[src/rtl/avg.sv]
// avg: 12-sample sliding window; each cycle outputs the member nearest floor(sum/12).
// Optional macro AVG_OUT_EN adds the avg_out port carrying the registered window mean.
module avg #(
    parameter int WIDTH = 16,
    parameter int DEPTH = 12
) (
    input  logic             clk,
    input  logic             reset,
    input  logic [WIDTH-1:0] din,
    output logic             ready,
    output logic [WIDTH-1:0] dout
`ifdef AVG_OUT_EN
    ,
    output logic [WIDTH-1:0] avg_out
`endif
);

    localparam int SW = WIDTH + 4;

    logic [WIDTH-1:0] r_win [DEPTH];
    logic [3:0]       r_cnt;
    logic [SW-1:0]    r_sum;
    logic             r_ready;
    logic [WIDTH-1:0] r_dout;

    logic [WIDTH-1:0] w_avg;
    logic [4:0]       w_rem;
    logic [WIDTH-1:0] w_diff [DEPTH];
    logic [WIDTH-1:0] w_best_v;
    logic [WIDTH-1:0] w_best_d;

    // Restoring division by 12; sum < 12*2^WIDTH so the top nibble never yields a quotient bit.
    always_comb begin
        w_avg = '0;
        w_rem = {1'b0, r_sum[SW-1:WIDTH]};
        for (int i = WIDTH - 1; i >= 0; i--) begin
            w_rem = {w_rem[3:0], r_sum[i]};
            if (w_rem >= 5'd12) begin
                w_rem    = w_rem - 5'd12;
                w_avg[i] = 1'b1;
            end
        end
    end

    always_comb begin
        for (int i = 0; i < DEPTH; i++) begin
            w_diff[i] = (r_win[i] >= w_avg) ? (r_win[i] - w_avg) : (w_avg - r_win[i]);
        end
    end

    // Equal distances resolve to the smaller sample value.
    always_comb begin
        w_best_v = r_win[0];
        w_best_d = w_diff[0];
        for (int i = 1; i < DEPTH; i++) begin
            if ((w_diff[i] < w_best_d) ||
                ((w_diff[i] == w_best_d) && (r_win[i] < w_best_v))) begin
                w_best_v = r_win[i];
                w_best_d = w_diff[i];
            end
        end
    end

    always_ff @(posedge clk or negedge reset) begin
        if (!reset) begin
            for (int i = 0; i < DEPTH; i++) begin
                r_win[i] <= '0;
            end
            r_cnt   <= '0;
            r_sum   <= '0;
            r_ready <= 1'b0;
            r_dout  <= '0;
        end else begin
            r_win[0] <= din;
            for (int i = 1; i < DEPTH; i++) begin
                r_win[i] <= r_win[i-1];
            end
            // Oldest slot is still zero until the window fills, so subtracting it is harmless.
            r_sum <= r_sum + SW'(din) - SW'(r_win[DEPTH-1]);
            if (r_cnt != 4'(DEPTH)) begin
                r_cnt <= r_cnt + 4'd1;
            end else begin
                r_ready <= 1'b1;
                r_dout  <= w_best_v;
            end
        end
    end

    assign ready = r_ready;
    assign dout  = r_dout;

`ifdef AVG_OUT_EN
    logic [WIDTH-1:0] r_avg;

    always_ff @(posedge clk or negedge reset) begin
        if (!reset) begin
            r_avg <= '0;
        end else if (r_cnt == 4'(DEPTH)) begin
            r_avg <= w_avg;
        end
    end

    assign avg_out = r_avg;
`endif

endmodule

[config.mk]
export PLATFORM = sky130hd
export DESIGN_NAME = avg
export DESIGN_NICKNAME = d
export VERILOG_FILES = /design/src/rtl/avg.sv
export SDC_FILE = /design/constraint.sdc
export NUM_CORES = 2
export LEC_CHECK = 0
export CAP_MARGIN = 20
export CORE_MARGIN = 2
export CORE_UTILIZATION = 38
export DETAILED_ROUTE_END_ITERATION = 8
export PLACE_DENSITY = 0.6
export SYNTH_ARGS = -nofsm -noshare
export SYNTH_HDL_FRONTEND = slang
export SYNTH_SLANG_ARGS = --single-unit
[constraint.sdc]
create_clock -name clk -period 37 [get_ports clk]
set_input_delay 3.7 -clock clk [delete_from_list [all_inputs] [get_ports clk]]
set_output_delay 3.7 -clock clk [all_outputs]
set_load 0.005 [all_outputs]
==> results.md <==
| Metric | Value | Unit |
|---|---|---|
| Synthesized cell area | 0.0375 | mm^2 |
| Antenna Diode Count | 0 | - |
| Detailed-route wire length | 143000 | um |
| Crit path kind | reg2reg | - |
| Clock root cell | sky130_fd_sc_hd__clkbuf_16 | - |
| Slew at the pin with the worst max-slew slack | 1100 | ps |
| Nets | 5660 | - |
| H-tree lvl count | 2 | - |
| Ratio of final minimum period to clock period | 95.6 | % |
| Site row count | 115 | - |
| Count of buffers from port buffering | 34 | - |
| Total routing usage reported by global routing | 27.1 | % |
| Worst skew pair latency | 570 | ps |
| Worst Skew | 17.7 | ps |
| Max-Slew Margin vs Limit | 26.5 | % |
| Final hold vios | 0 | - |
| Cells after Synth | 4700 | - |
| Std-Cell Core Area | 0.0980 | mm^2 |
| Aggregate global routing overflow | 0 | - |
| Vias post-DR | 35785 | - |
| Result of the run | complete, no violations | - |
| Syn Nets | 5489 | - |
| Routed wire per std cell | 23.1 | um |
| Antenna-violating nets left | 0 | - |
| Area post-placement | 0.0402 | mm^2 |
| Clock transition time at the flip-flop clock pins of the worst setup and hold paths | 60 | ps |
| Required time worst endpoint | 37450 | ps |
| Hold_sp | r_win[181] | - |
| Floorplan die width | 318 | um |
| Path type of the worst min-delay path | reg2reg | - |
| Critical register-to-register path startpoint | r_sum[17] | - |
| Number of enable flip-flop cells after synthesis | 0 | - |
| Number of placed instances, taps included | 6025 | - |
| Proportion of synthesized chip area in sequential cells | 15.6 | % |
| RD Place Congestion | 1.00 | - |
| Final min period | 35370 | ps |
| Die span in y | 318 | um |
| Maximum fanout count along the critical path | 27 | - |
| Initial antenna violation count | 4 | - |
| Yosys cell types | 111 | - |
| Drt first-iter violations | 3261 | - |
| Clock tree from TritonCTS | done | - |
| Critical path data arrival time | 35820 | ps |
| Crit start category | flop | - |
| Register bit total from synthesis | 233 | - |
| Global-route wire length before repair | 211000 | um |
| Die area | 0.101 | mm^2 |
| Fmax achieved | 28.3 | MHz |
| # DRC | 0 | - |
| Largest net degree at the start of global routing | 129 | - |
| Number of max-capacitance violations reported | 0 | - |
| Setup crit end kind | flop | - |
| DP Wirelength | 113000 | um |
| Count of pins on the block boundary | 35 | - |
| Vias per std cell | 5.78 | - |
| Biggest cell delay along the critical path | 580 | ps |
| First-pass detailed-route iteration total | 6 | - |
| Count of final max-slew check failures | 0 | - |
| Area of all placed cells without fillers | 0.0432 | mm^2 |
| Num CTS Buffers | 37 | - |
| Cell with the largest stage delay on the worst path | sky130_fd_sc_hd__or4_4 | - |
| Starting Density | 38.2 | % |
| Startpoint of the most critical setup path | r_sum[17] | - |
| Flip-flop cell with the highest count after synthesis | sky130_fd_sc_hd__dfrtp_1 | - |
| Endpoints failing setup | 0 | - |
| Mean Syn Cell Area | 7.97 | um^2 |
| Clock sink total | 233 | - |
| Final cell count without fillers | 6186 | - |
| Yosys warnings | 0 | - |
| Crit path top cell by count | sky130_fd_sc_hd__buf_4 | - |
| Ratio of cells with drive above 1 in the final layout | 12.3 | % |
| Layout overhead on the synthesized area | 15.4 | % |
| Ys async rst share | 100 | % |
| Worst-case clock buffer depth | 3 | - |
| Vias in the first global route | 33583 | - |
-- flip-flops by register name, indices dropped and copies added, names as in the netlist --
signal	count
r_win	192
r_sum	20
dout	16
r_cnt	4
ready	1
-- layout make-up --
type,count,area [um^2]
inverters,522,1970
well taps,1287,1610
fillers,9759,54800
repair buffers,291,2600
flip-flops and latches,233,5830
multi-input cells,3786,29900
clock inverters,16,228
clock buffers,51,1060
-- path summary, 6_finish.rpt --
kind                         endpoint  slack, ps  depth (start not counted)
max                           dout[0]       1630                        208
min                        r_win[165]        430                          0
max reg2reg                   dout[0]       1630                        208
min reg2reg                r_win[165]        430                          0
max in group asynchronous  r_win[144]      32370                          2
min in group asynchronous   r_win[24]       3240                          1
-- through the flow --
step,setup TNS [ps],hold slack [ps],util (%),worst slack [ps]
global placement,-16660,408,41.0,-1140
CTS,0,428,42.5,11.6
finish,0,428,44.1,1630
global route,-5210,437,44.1,-354
detailed placement,-24480,418,41.0,-1630
floorplan,0,375,-,21.4
-- synth_stat cells, types with 9 or more instances --
cell type / instances / area, um^2
sky130_fd_sc_hd__and4_1: 10 / 87.6
sky130_fd_sc_hd__and2_1: 11 / 68.8
sky130_fd_sc_hd__a2111oi_0: 18 / 158
sky130_fd_sc_hd__clkbuf_1: 107 / 402
sky130_fd_sc_hd__inv_1: 520 / 1950
sky130_fd_sc_hd__a211oi_1: 35 / 263
sky130_fd_sc_hd__nand2b_1: 91 / 569
sky130_fd_sc_hd__a21boi_0: 18 / 135
sky130_fd_sc_hd__o21ai_0: 363 / 1820
sky130_fd_sc_hd__fa_1: 40 / 801
sky130_fd_sc_hd__nand4_1: 96 / 601
sky130_fd_sc_hd__dfrtp_1: 233 / 5830
sky130_fd_sc_hd__o31ai_1: 14 / 105
sky130_fd_sc_hd__nand2_1: 338 / 1270
sky130_fd_sc_hd__nor3_1: 34 / 170
sky130_fd_sc_hd__buf_2: 16 / 80.1
sky130_fd_sc_hd__a221o_1: 9 / 90.1
sky130_fd_sc_hd__a221oi_1: 11 / 96.3
sky130_fd_sc_hd__mux2i_1: 182 / 1820
sky130_fd_sc_hd__nor2_1: 265 / 995
sky130_fd_sc_hd__o21bai_1: 61 / 458
sky130_fd_sc_hd__a31oi_1: 25 / 156
sky130_fd_sc_hd__a21oi_1: 466 / 2330
sky130_fd_sc_hd__o21ai_1: 24 / 120
sky130_fd_sc_hd__nand3_1: 33 / 165
sky130_fd_sc_hd__xor2_1: 62 / 543
sky130_fd_sc_hd__and3_1: 9 / 56.3
sky130_fd_sc_hd__or2_2: 9 / 56.3
sky130_fd_sc_hd__buf_1: 20 / 75.1
sky130_fd_sc_hd__or3_1: 9 / 56.3
sky130_fd_sc_hd__ha_1: 731 / 9150
sky130_fd_sc_hd__buf_4: 12 / 90.1
sky130_fd_sc_hd__o22ai_1: 13 / 81.3
sky130_fd_sc_hd__o211ai_1: 15 / 113
sky130_fd_sc_hd__xnor2_1: 131 / 1150
sky130_fd_sc_hd__o21a_1: 58 / 435
sky130_fd_sc_hd__a21o_1: 281 / 2110
sky130_fd_sc_hd__mux2_2: 65 / 732
sky130_fd_sc_hd__nor4_1: 9 / 56.3
sky130_fd_sc_hd__nor2b_1: 108 / 676
-- cells in the final DEF (no fill, tap or decap), types with 96 or more instances in the layout --
master and instances:
sky130_fd_sc_hd__ha_1 724, sky130_fd_sc_hd__inv_1 514, sky130_fd_sc_hd__a21oi_1 429, sky130_fd_sc_hd__nand2_1 333
sky130_fd_sc_hd__o21ai_0 305, sky130_fd_sc_hd__a21o_1 281, sky130_fd_sc_hd__nor2_1 255, sky130_fd_sc_hd__dfrtp_1 232
sky130_fd_sc_hd__buf_4 223, sky130_fd_sc_hd__mux2i_1 164, sky130_fd_sc_hd__xnor2_1 129, sky130_fd_sc_hd__nor2b_1 106
sky130_fd_sc_hd__nand4_1 96
-- critical path, delay by kind of cell (launching register included) --
| family | cells | cell delay [ps] |
|---|---|---|
| xor gates and xnor gates | 1 | 70 |
| DFF | 1 | 410 |
| adders and majority gates | 13 | 3490 |
| AOI/OAI and AO/OA | 98 | 17350 |
| and+or+nand+nor | 54 | 6720 |
| muxes | 5 | 1480 |
| buffers and inverters | 37 | 5620 |
-- per-layer routing --
metal,track usage (%),share of wire [%]
met5,0,0.0070
met3,3.86,7.2
met2,42.1,43
met1,37.8,45
met4,10.3,4.3
-- kinds of logic after synthesis --
group	synth area share, %
fa+ha+maj	26.7
xor+xnor	4.51
compound gates	25.4
buf+inv	7.11
mux	7.03
flops	15.6
simple gates	13.7
-- timing repair --
action	CTS	global route
cloned	0	6
setup buffers	13	75
gates resized for setup	23	230
endpoints found under the setup margin	16	16
hold endpoints to repair	0	0
hold buffers	0	0
pin swaps	5	64
Power is left out: the tool's default activity adds up to more than one toggle a clock period on the data nets, which glitch-free logic cannot reach.
